===== src/rtl/multicycle_control_fsm.sv =====
// Multi-cycle RV32I control sequencer (FETCH/DECODE/EXE/MEM/WB) with memory ready handshakes
// and a retired-instruction counter. Define MC_JUMP_EN to make JAL/JALR legal instructions.
module multicycle_control_fsm #(
    parameter int CNT_W = 32
) (
    input  logic             clk,
    input  logic             reset,
    input  logic [31:0]      instrCode,
    input  logic             instrReady,
    input  logic             compare,
    input  logic             dataReady,
    output logic             instrReq,
    output logic             irEn,
    output logic             pcEn,
    output logic             PCAddrSrcMuxSel,
    output logic             regFileWe,
    output logic [3:0]       aluControl,
    output logic             aluSrcMuxSel,
    output logic             alurd1MuxSel,
    output logic             dataReq,
    output logic             dataWe,
    output logic             wdataSel,
    output logic             lui,
    output logic [CNT_W-1:0] instret
);

    localparam logic [6:0] OP_R    = 7'b0110011;
    localparam logic [6:0] OP_I    = 7'b0010011;
    localparam logic [6:0] OP_S    = 7'b0100011;
    localparam logic [6:0] OP_L    = 7'b0000011;
    localparam logic [6:0] OP_B    = 7'b1100011;
    localparam logic [6:0] OP_LU   = 7'b0110111;
    localparam logic [6:0] OP_AU   = 7'b0010111;
`ifdef MC_JUMP_EN
    localparam logic [6:0] OP_JAL  = 7'b1101111;
    localparam logic [6:0] OP_JALR = 7'b1100111;
`endif

    localparam logic [3:0] ALU_ADD  = 4'b0000;
    localparam logic [3:0] ALU_SLT  = 4'b0010;
    localparam logic [3:0] ALU_SLTU = 4'b0011;
    localparam logic [3:0] ALU_BEQ  = 4'b1000;
    localparam logic [3:0] ALU_SRA  = 4'b1101;

    typedef enum logic [2:0] {FETCH, DECODE, EXE, MEM, WB} state_t;

    state_t           state;
    state_t           state_nxt;
    logic [CNT_W-1:0] count;

    logic [6:0] opcode;
    logic [2:0] f3;
    logic       f7b5;
    logic       is_r, is_i, is_s, is_l, is_b, is_lu, is_au, is_j, legal;
    logic       unused_bits;

    logic [3:0] alu_c;
    logic       asrc_c, rd1_c, lui_c;

    assign opcode      = instrCode[6:0];
    assign f3          = instrCode[14:12];
    assign f7b5        = instrCode[30];
    assign unused_bits = ^{instrCode[31], instrCode[29:15], instrCode[11:7]};

    assign is_r  = (opcode == OP_R);
    assign is_i  = (opcode == OP_I);
    assign is_s  = (opcode == OP_S);
    assign is_l  = (opcode == OP_L);
    assign is_b  = (opcode == OP_B);
    assign is_lu = (opcode == OP_LU);
    assign is_au = (opcode == OP_AU);
`ifdef MC_JUMP_EN
    assign is_j  = (opcode == OP_JAL) || (opcode == OP_JALR);
`else
    assign is_j  = 1'b0;
`endif
    assign legal = is_r | is_i | is_s | is_l | is_b | is_lu | is_au | is_j;

    // Datapath selects depend only on the opcode; they are gated by state below.
    always_comb begin
        alu_c  = ALU_ADD;
        asrc_c = 1'b0;
        rd1_c  = 1'b0;
        lui_c  = 1'b0;
        if (is_r) begin
            alu_c = {f7b5, f3};
        end else if (is_i) begin
            asrc_c = 1'b1;
            alu_c  = (f3 == 3'b101 && f7b5) ? ALU_SRA : {1'b0, f3};
        end else if (is_b) begin
            case (f3[2:1])
                2'b10:   alu_c = ALU_SLT;
                2'b11:   alu_c = ALU_SLTU;
                default: alu_c = ALU_BEQ;
            endcase
        end else if (is_s || is_l) begin
            asrc_c = 1'b1;
        end else if (is_lu) begin
            asrc_c = 1'b1;
            lui_c  = 1'b1;
        end else if (is_au || is_j) begin
            asrc_c = 1'b1;
            rd1_c  = 1'b1;
        end
    end

    always_comb begin
        state_nxt       = state;
        instrReq        = 1'b0;
        irEn            = 1'b0;
        pcEn            = 1'b0;
        PCAddrSrcMuxSel = 1'b0;
        regFileWe       = 1'b0;
        aluControl      = 4'b0000;
        aluSrcMuxSel    = 1'b0;
        alurd1MuxSel    = 1'b0;
        dataReq         = 1'b0;
        dataWe          = 1'b0;
        wdataSel        = 1'b0;
        lui             = 1'b0;
        if (!reset) begin
            if (state != FETCH && legal) begin
                aluControl   = alu_c;
                aluSrcMuxSel = asrc_c;
                alurd1MuxSel = rd1_c;
                lui          = lui_c;
            end
            case (state)
                FETCH: begin
                    instrReq = 1'b1;
                    if (instrReady) begin
                        irEn      = 1'b1;
                        state_nxt = DECODE;
                    end
                end
                DECODE: begin
                    // Unknown opcodes retire here as a NOP.
                    if (legal) begin
                        state_nxt = EXE;
                    end else begin
                        pcEn      = 1'b1;
                        state_nxt = FETCH;
                    end
                end
                EXE: begin
                    if (is_s || is_l) begin
                        state_nxt = MEM;
                    end else if (is_b) begin
                        pcEn            = 1'b1;
                        PCAddrSrcMuxSel = compare ^ f3[0];
                        state_nxt       = FETCH;
                    end else begin
                        regFileWe       = 1'b1;
                        pcEn            = 1'b1;
                        PCAddrSrcMuxSel = is_j;
                        state_nxt       = FETCH;
                    end
                end
                MEM: begin
                    dataReq = 1'b1;
                    dataWe  = is_s;
                    if (dataReady) begin
                        if (is_s) begin
                            pcEn      = 1'b1;
                            state_nxt = FETCH;
                        end else begin
                            state_nxt = WB;
                        end
                    end
                end
                WB: begin
                    regFileWe = 1'b1;
                    wdataSel  = 1'b1;
                    pcEn      = 1'b1;
                    state_nxt = FETCH;
                end
                default: state_nxt = FETCH;
            endcase
        end
    end

    always_ff @(posedge clk) begin
        if (reset) begin
            state <= FETCH;
            count <= '0;
        end else begin
            state <= state_nxt;
            if (pcEn) count <= count + CNT_W'(1);
        end
    end

    assign instret = reset ? '0 : count;

endmodule


===== config.mk =====
export PLATFORM = sky130hd
export DESIGN_NAME = multicycle_control_fsm
export DESIGN_NICKNAME = d
export VERILOG_FILES = /design/src/rtl/multicycle_control_fsm.sv
export SDC_FILE = /design/constraint.sdc
export NUM_CORES = 1
export LEC_CHECK = 0
export ABC_AREA = 1
export CAP_MARGIN = 0
export CORE_MARGIN = 3
export CORE_UTILIZATION = 51
export CTS_CLUSTER_SIZE = 16
export DETAILED_ROUTE_END_ITERATION = 12
export PLACE_DENSITY = 0.9
export SYNTH_ARGS = -nofsm -noshare
export SYNTH_HDL_FRONTEND = slang
export SYNTH_SLANG_ARGS = --single-unit
export TNS_END_PERCENT = 10

===== constraint.sdc =====
create_clock -name clk -period 4.5 [get_ports clk]
set_input_delay 1.35 -clock clk [delete_from_list [all_inputs] [get_ports clk]]
set_output_delay 1.35 -clock clk [all_outputs]
set_load 0.02 [all_outputs]

* Word-level counts from Yosys, hierarchy flattened *
Cells that the tools add are included.

storage, ports and cells
  register bits = 35
  output and inout bits = 47
  logic and storage cells = 93

operators by class
  add/sub/neg operators = 1
  equal/unequal tests = 16
  muxes and demuxes = 61
  bitwise logic cells = 7
  reductions and logical operators = 6

operators by type and width
  cell                                                 number
  two-way mux 1 bit                                    45
  adder 32 x 1 -> 32 bit, second input constant        1
  two-way mux 32 bit                                   1
  two-way mux 4 bit                                    6
  equality test 7 x 6 -> 1 bit, second input constant  3
  equality test 7 x 5 -> 1 bit, second input constant  2
  case mux 3 bit (4 select lines)                      1
  two-way mux 3 bit                                    3
  case mux 4 bit (2 select lines)                      1
  equality test 7 x 2 -> 1 bit, second input constant  1
  equality test 7 bit, second input constant           1
  equality test 3 x 2 -> 1 bit, second input constant  2
  equality test 3 bit, second input constant           2
  bitwise OR 1 bit                                     6
  equality test 2 bit, second input constant           2
  two-way mux 2 bit                                    2
  inequality test 2 bit, second input constant         2
  case mux 1 bit (4 select lines)                      1
  equality test 3 x 1 -> 1 bit, second input constant  1
  zero test 3 bit                                      1
  nonzero test 3 bit                                   1
  logical AND 1 bit                                    2
  case mux 1 bit (2 select lines)                      1
  AND reduction 2 bit                                  1
  2 further kinds                                      2

* Depth between registers and ports, before layout *
Gate-level depths: netlist of run 1.

  depth after elaboration = 10
  gate-level depth with buffers = 12

* Least setup slack after synthesis of run 1 *
Ideal clock, no wire load.

  path type = input -> output
  start point = input port instrCode[2]
  end point = output port PCAddrSrcMuxSel
  arrival time = 2.877 ns
  required time = 3.150 ns
  path slack = 0.273 ns
  stages on the path = 5
  buffers on the path = 0
  cell sequence = nor2_2 > inv_2 > nor2_4 > nand2_1 > a2111oi_0

on the way
  longest elaborated chain between the ends = 5
  elaborated cells between the ends (all ways) = 8
  classes of those cells = eq/ne (3); mux (4); reduce/logical (1)

RTL lines
  what                                                          line      text
  start: declaration                                            8         input logic [31:0] instrCode,
  equality test 7 bit (tied with other cells)                   69        assign is_b = (opcode == OP_B);
  two-way mux 1 bit / logical OR 1 bit (equally long branches)  148, 146
  two-way mux 1 bit (*)                                         146       if (is_s || is_l) begin
  two-way mux 1 bit (*)                                         128       case (state)
  two-way mux 1 bit (*)                                         121       if (!reset) begin
  end: declaration                                              15        output logic PCAddrSrcMuxSel,

Every way passes the cells marked *; elsewhere a longest branch is shown, timed or not.

* Worst setup path after layout of run 1 *
  start point = input port instrCode[4]
  end point = output port pcEn

on the way
  longest elaborated chain between the ends = 10
  elaborated cells between the ends (all ways) = 20
  classes of those cells = eq/ne (7); mux (6); bitwise (6); reduce/logical (1)

RTL lines
  what                                                                                 line    text
  equality test 7 x 6 -> 1 bit / equality test 7 x 5 -> 1 bit (equally long branches)  65, 66
  bitwise OR 1 bit (6 in series)                                                       77      assign legal = is_r | is_i | is_s | is_l | is_b | is_lu | is_au | is_j;
  two-way mux 1 bit                                                                    138     if (legal) begin
  case mux 1 bit (4 select lines) (*)                                                  128
  two-way mux 1 bit (*)                                                                121
  end: declaration                                                                     14      output logic pcEn,

Marked as above.

==> flow_summary.yaml, run 1 <==
worst_hold_path:
  hold_class: "reg -> reg"
clock_network:
  clock-root-buffer: "clkbuf_8"
  cts.clk_slew.worst_paths_ns: 0.06
  h-tree-depth: 2
  cts_sinks: 35
  max-clock-path-buffers: 2
  cts_tree: "built"
  clkLatencyLatePin_ns: 0.29
  numCtsBuffers: 5
  cts_setup_buffers: 0
yosys:
  synth.distinct_cells: 36
  syn_avg_cell_area_um2: 5.61
  synth_xor_area_frac: 0.00323
  yosysMostFrequentCell: "nand2_1"
  synth_ff_type: "dfxtp_1"
  yosysWarnings: 0
  yosys.area.top_type_share: 0.259
  ys_ff_latch: 35
  synth-edff-count: 0
  yosys.area_share.adder: 0.00462
  syn_inst: 483
  muxShareOfSynthArea: 0
  synth_top_family_by_area: "simple AND/OR/NAND/NOR gates"
  synthTopCellsByCount: "132 x nand2_1, 109 x nor2_1, 66 x inv_1"
  netlist_top_cells_area: "dfxtp_1 26%, nand2_1 18%, nor2_1 15%"
  async_flop_share: 0
  synthSimpleGateAreaFrac: 0.539
  synth_top_cell_by_area: "dfxtp_1"
  synth-compound-area-share: 0.0670
  ys_seq_area_frac: 0.259
  synth.cell_area_um2: 2710
  syn_nets: 521
pwr:
  swShare: 0.260
  ir_drop_mv: 0.112
  p_leak_uw: 0.00139
  power_frac_seq: 0.480
  switchingPower_uw: 171
  p_int_uw: 485
  p_comb_frac: 0.131
  total_power_uw: 656
  p_clk_frac: 0.389
  power_density_nw_per_um2: 187
placement:
  place_inst: 615
  portBuffers: 62
  place.gp.congestion: 0.926
  dp_slack_ns: -0.202
  dp_hpwl_um: 5480
timing:
  worst_pin_slew_ns: 0.504
  fmax_ghz: 0.225
  fin_ws_ns: 0.0625
  period_needed_ns: 4.44
  fin_hold_ws_ns: 0.476
  setup_viol: 0
  relSlewSlack: 0.664
  min_period_over_period: 0.986
  final-hold-violation-count: 0
  fin_skew_ns: 0.00912
  finalMaxSlewViolations: 0
  rsz0062_at_grt: "no"
finish:
  antenna_cells: 0
  fin_nets: 593
  final_layout_size_suffix_gt1_frac: 0.0953
  instances_no_fill: 623
  area_delta_synth_final_pct: 29.7
  n_fill_cell: 448
global_routing:
  grt_pass1_wl_um: 12300
  grt-ovfl-total: 0
  grt_pass1_vias: 3037
  grt_max_degree: 55
  antenna_found_initial: 0
  track_usage: 0.238
routing:
  drtPass1Iterations: 5
  drt_wl_total_um: 7130
  wl_per_cell_um: 11.4
  drc_errors: 0
  vias: 3192
  via_per_inst: 5.12
  drt_iter0_markers: 239
  ant_nets: 0
setup_path:
  cp.arrival_ns: 3.09
  cp.required_ns: 3.15
  path_class: "in -> out"
  critPathLaunchType: "input pin"
  crit_path_end_kind: "primary output"
  worstPathMaxFanout: 3
die:
  io_pins: 84
  initial_core_util: 0.552
  row_count: 25
  die-area_um2: 6220
  core_area_um2: 4910
  die_w_um: 78.9
  die_y_um: 78.9
run_status:
  outcome: "finished clean"
run:
  cap_viol_max_count: 0
-- final cells by class --
type | instances | area, um2 | area share
tap | 67 | 83.8 | 0.0239
inverter | 69 | 259 | 0.0737
sequential | 35 | 701 | 0.199
timing repair buffer | 78 | 709 | 0.202
clock buffer | 8 | 100 | 0.0285
multi-input combinational | 366 | 1660 | 0.473
-- per-layer routing --
layer | vias up | share of wire | GRT usage
met1 | 1410 | 0.43 | 0.267
met4 | 0 | 0.016 | 0.0756
met3 | 17 | 0.070 | 0.0533
li1 | 1650 | - | -
met5 | - | 0 | 0
met2 | 115 | 0.49 | 0.443
-- flip-flops by register name (all words and copies together), names as in the netlist --
register	flops
state	3
count	32
-- what timing repair did --
item	4_1_cts	5_1_grt
setup endpoints to repair	10	9
pin swaps	0	0
gates resized for setup	10	16
hold buffers	0	0
-- kinds of logic (layout without fill, tap and decap cells) --
group	count (synthesis)	after routing
flops	35	35
xor+xnor	1	1
compound gates	33	33
fa+ha+maj	1	1
simple gates	331	331
buf+inv	82	155
-- cells in the final DEF (no fill, tap or decap), drive strengths merged, types with 2 or more instances in the layout --
cell	n
dfxtp	35
nor4	3
o21ai	5
nand3b	2
nor3	11
nand4	4
clkdlybuf4s50	50
nand2	137
nand3	52
a21oi	22
buf	17
clkbuf	13
a31oi	3
clkdlybuf4s15	2
dlygate4sd2	2
nor2	120
inv	68
-- worst max-delay path, stage by stage --
cell,delay (ns)
clkdlybuf4s50_1,0.42
buf_4,0.14
nor2_2,0.16
nand3_1,0.14
nand2_1,0.10
nand2_1,0.09
nor2_4,0.19
nand2_8,0.06
nand2_2,0.06
inv_1,0.05
dlygate4sd2_1,0.31
-- metrics by stage --
| step | utilization | instance area, um2 | setup TNS, ns |
|---|---|---|---|
| after floorplan | - | 2710 | 0 |
| after global placement | 0.701 | 3440 | -1.00 |
| after detailed placement | 0.701 | 3440 | -1.46 |
| after CTS | 0.718 | 3530 | 0 |
| after global routing | 0.716 | 3510 | 0 |
| final | 0.716 | 3510 | 0 |
-- path summary, 6_finish.rpt --
path | start | endpoint | slack [ns] | depth (start not counted)
setup / recovery | instrCode[4] | pcEn | 0.06 | 11
hold / removal | count[31]$_SDFFE_PP0P_ | count[31]$_SDFFE_PP0P_ | 0.48 | 2
setup reg to reg | state[1]$_SDFFE_PP0P_ | count[9]$_SDFFE_PP0P_ | 2.63 | 11
hold reg to reg | count[31]$_SDFFE_PP0P_ | count[31]$_SDFFE_PP0P_ | 0.48 | 2
-- power groups by stage --
stage	Sequential, uW	Combinational (uW)	Clock (uW)
after floorplan	321	56.0	0
after global placement	321	83.4	0
after detailed placement	322	85.5	0
after CTS	315	85.3	258
after global routing	315	93.6	269
final	315	85.9	255
No activity file was read; power rests on OpenSTA's default activity.
==> inputs of run 2 (changes only) <==
--- a/config.mk
+++ b/config.mk
@@ -7,11 +7,10 @@
 export LEC_CHECK = 0
 export ABC_AREA = 1
 export CAP_MARGIN = 0
-export CORE_MARGIN = 3
-export CORE_UTILIZATION = 51
+export CORE_UTILIZATION = 30
 export CTS_CLUSTER_SIZE = 16
 export DETAILED_ROUTE_END_ITERATION = 12
-export PLACE_DENSITY = 0.9
+export PLACE_DENSITY = 0.6
 export SYNTH_ARGS = -nofsm -noshare
 export SYNTH_HDL_FRONTEND = slang
 export SYNTH_SLANG_ARGS = --single-unit
==> run 2 against run 1 <==
- maximum frequency is 1.6% higher
- largest cell class unchanged
- cell area is 2.2% higher
- critical endpoint is now lui
- worst hold slack better by 0.0050 ns
==> flow_summary.yaml, run 2 (synthesis gave the netlist of run 1 again) <==
worst_hold_path:
  min_delay_worst_endpoint: "count[31]$_SDFFE_PP0P_"
  hold_class: "reg -> reg"
  min_from: "count[31]$_SDFFE_PP0P_"
  holdPathStages: 2
finish:
  final_layout_size_suffix_gt1_frac: 0.104
  mostFrequentLayoutCell: "nand2_1"
  instances_no_fill: 666
  area_delta_synth_final_pct: 32.7
  largest_reg_flops: 32
  fin_nets: 595
  antenna_cells: 0
  biggestRegsByFlops: "count x32, state x3"
  stdcell_area_um2: 3590
  final_cell_mix: "132 x nand2_1, 109 x nor2_1, 66 x inv_1"
  regMostFlops: "count"
timing:
  fin_skew_ns: 0.0159
  fmax_ghz: 0.229
  min_period_over_period: 0.971
  period_needed_ns: 4.37
  setup_viol: 0
  fin_ws_ns: 0.132
  worst_pin_slew_ns: 0.515
  finalMaxSlewViolations: 0
  relSlewSlack: 0.657
  rsz0062_at_grt: "no"
  setup_tns_ns: 0
  final-hold-violation-count: 0
die:
  die_y_um: 97.0
  initial_core_util: 0.311
  row_count: 34
  die_w_um: 97.0
  io_pins: 84
  core_area_um2: 8720
  die-area_um2: 9410
placement:
  portBuffers: 62
  place_inst: 658
  place.gp.congestion: 0.860
  dp_slack_ns: -0.219
  postPlaceCellArea_um2: 3510
  dp_hpwl_um: 5520
run:
  cap_viol_max_count: 0
clock_network:
  h-tree-depth: 2
  ctsHoldBuffers: 0
  numCtsBuffers: 5
  clock-root-buffer: "clkbuf_8"
  max-clock-path-buffers: 2
  clkLatencyLatePin_ns: 0.29
  cts.clk_slew.worst_paths_ns: 0.07
  cts_sinks: 35
  cts_setup_buffers: 0
  cts_tree: "built"
pwr:
  ir_drop_mv: 0.120
  power_density_nw_per_um2: 195
  p_leak_uw: 0.00141
run_status:
  outcome: "finished clean"
global_routing:
  grt_pass1_vias: 2917
  antenna_found_initial: 0
  grt-ovfl-total: 0
  track_usage: 0.158
  grt_max_degree: 55
  grt_pass1_wl_um: 12600
setup_path:
  path_class: "in -> out"
  crit_path_end_kind: "primary output"
  rr_endpoint: "count[8]$_SDFFE_PP0P_"
  worstPathMaxFanout: 2
  cp.required_ns: 3.15
  critPathSlowestCell: "clkdlybuf4s50_1"
  critPathMaxStageDelay_ns: 0.50
  critPathLaunchType: "input pin"
  startpoint: "instrCode[2]"
  path_cells: "clkdlybuf4s50_1 -> inv_1 -> nor2_1 -> nand3_1 -> nand2_1 -> inv_1 -> nand2_1 -> buf_4 -> nand4_1 -> nor2_1 -> dlygate4sd2_1"
  timing.rr.start: "state[1]$_SDFFE_PP0P_"
  r2r_setup_slack_ns: 2.64
  rr_worst_depth: 10
  cp.arrival_ns: 3.02
routing:
  drt_iter0_markers: 127
  drc_errors: 0
  drtPass1Iterations: 5
  via_per_inst: 4.59
  wl_per_cell_um: 10.8
  vias: 3056
  drt_wl_total_um: 7220
  ant_nets: 0
==> run 2: cell count changes in the layout (fill, tap and decap cells not counted), sizes merged <==
cell / previous run / this run
buf: 17 / 19
bufinv: 0 / 1
clkdlybuf4s15: 2 / 0
clkinv: 1 / 2
dlygate4sd1: 1 / 0
dlygate4sd2: 2 / 3
==> run 2: worst max-delay path, delay by kind of cell <==
kind	cells	cell delay [ns]
buffers and inverters	5	1.06
and+or+nand+nor	6	0.62
==> run 2: area by class of cell <==
| class | instances | area [um2] |
|---|---|---|
| clock buffer | 6 | 82.6 |
| multi-input combinational | 366 | 1670 |
| inverter | 69 | 259 |
| clock inverter | 2 | 35.0 |
| tap | 108 | 135 |
| timing repair buffer | 80 | 714 |
| fill | 982 | 5130 |
| sequential | 35 | 701 |
==> run 2: how the worst max path moves through the flow <==
stage	to	slack [ns]	cells past startpoint
6_report	lui	0.13	11
5_1_grt	pcEn	0.0003	12
4_1_cts	regFileWe	0.02	8
3_5_place_dp	aluSrcMuxSel	-0.22	10
3_3_place_gp	aluSrcMuxSel	-0.19	10
2_1_floorplan	PCAddrSrcMuxSel	0.27	5
==> run 2: per-layer routing <==
metal / part of all wire / GRT usage / wire, um
met5: 0 / 0 / 0
met4: 0.0053 / 0.0367 / 38
met3: 0.071 / 0.0383 / 510
met2: 0.45 / 0.275 / 3270
met1: 0.47 / 0.194 / 3390
==> run 2: power by group <==
group / switching (uW) / total (uW) / internal (uW)
clock network: 120 / 299 / 179
registers: 2.55 / 314 / 312
logic: 52.3 / 85.6 / 33.3
==> run 2: what timing repair did <==
item | in CTS | in global routing
resized for setup | 10 | 18
hold endpoints to repair | 0 | 0
pin swaps | 0 | 1
endpoints found under the setup margin | 10 | 10
==> run 2: metrics by stage <==
stage          total power, uW  hold slack [ns]  utilization
4_1_cts                    706            0.484        0.414
5_1_grt                    729            0.507        0.412
6_report                   699            0.480        0.412
2_1_floorplan              377            0.454            -
3_5_place_dp               408            0.472        0.402
3_3_place_gp               407            0.461        0.402
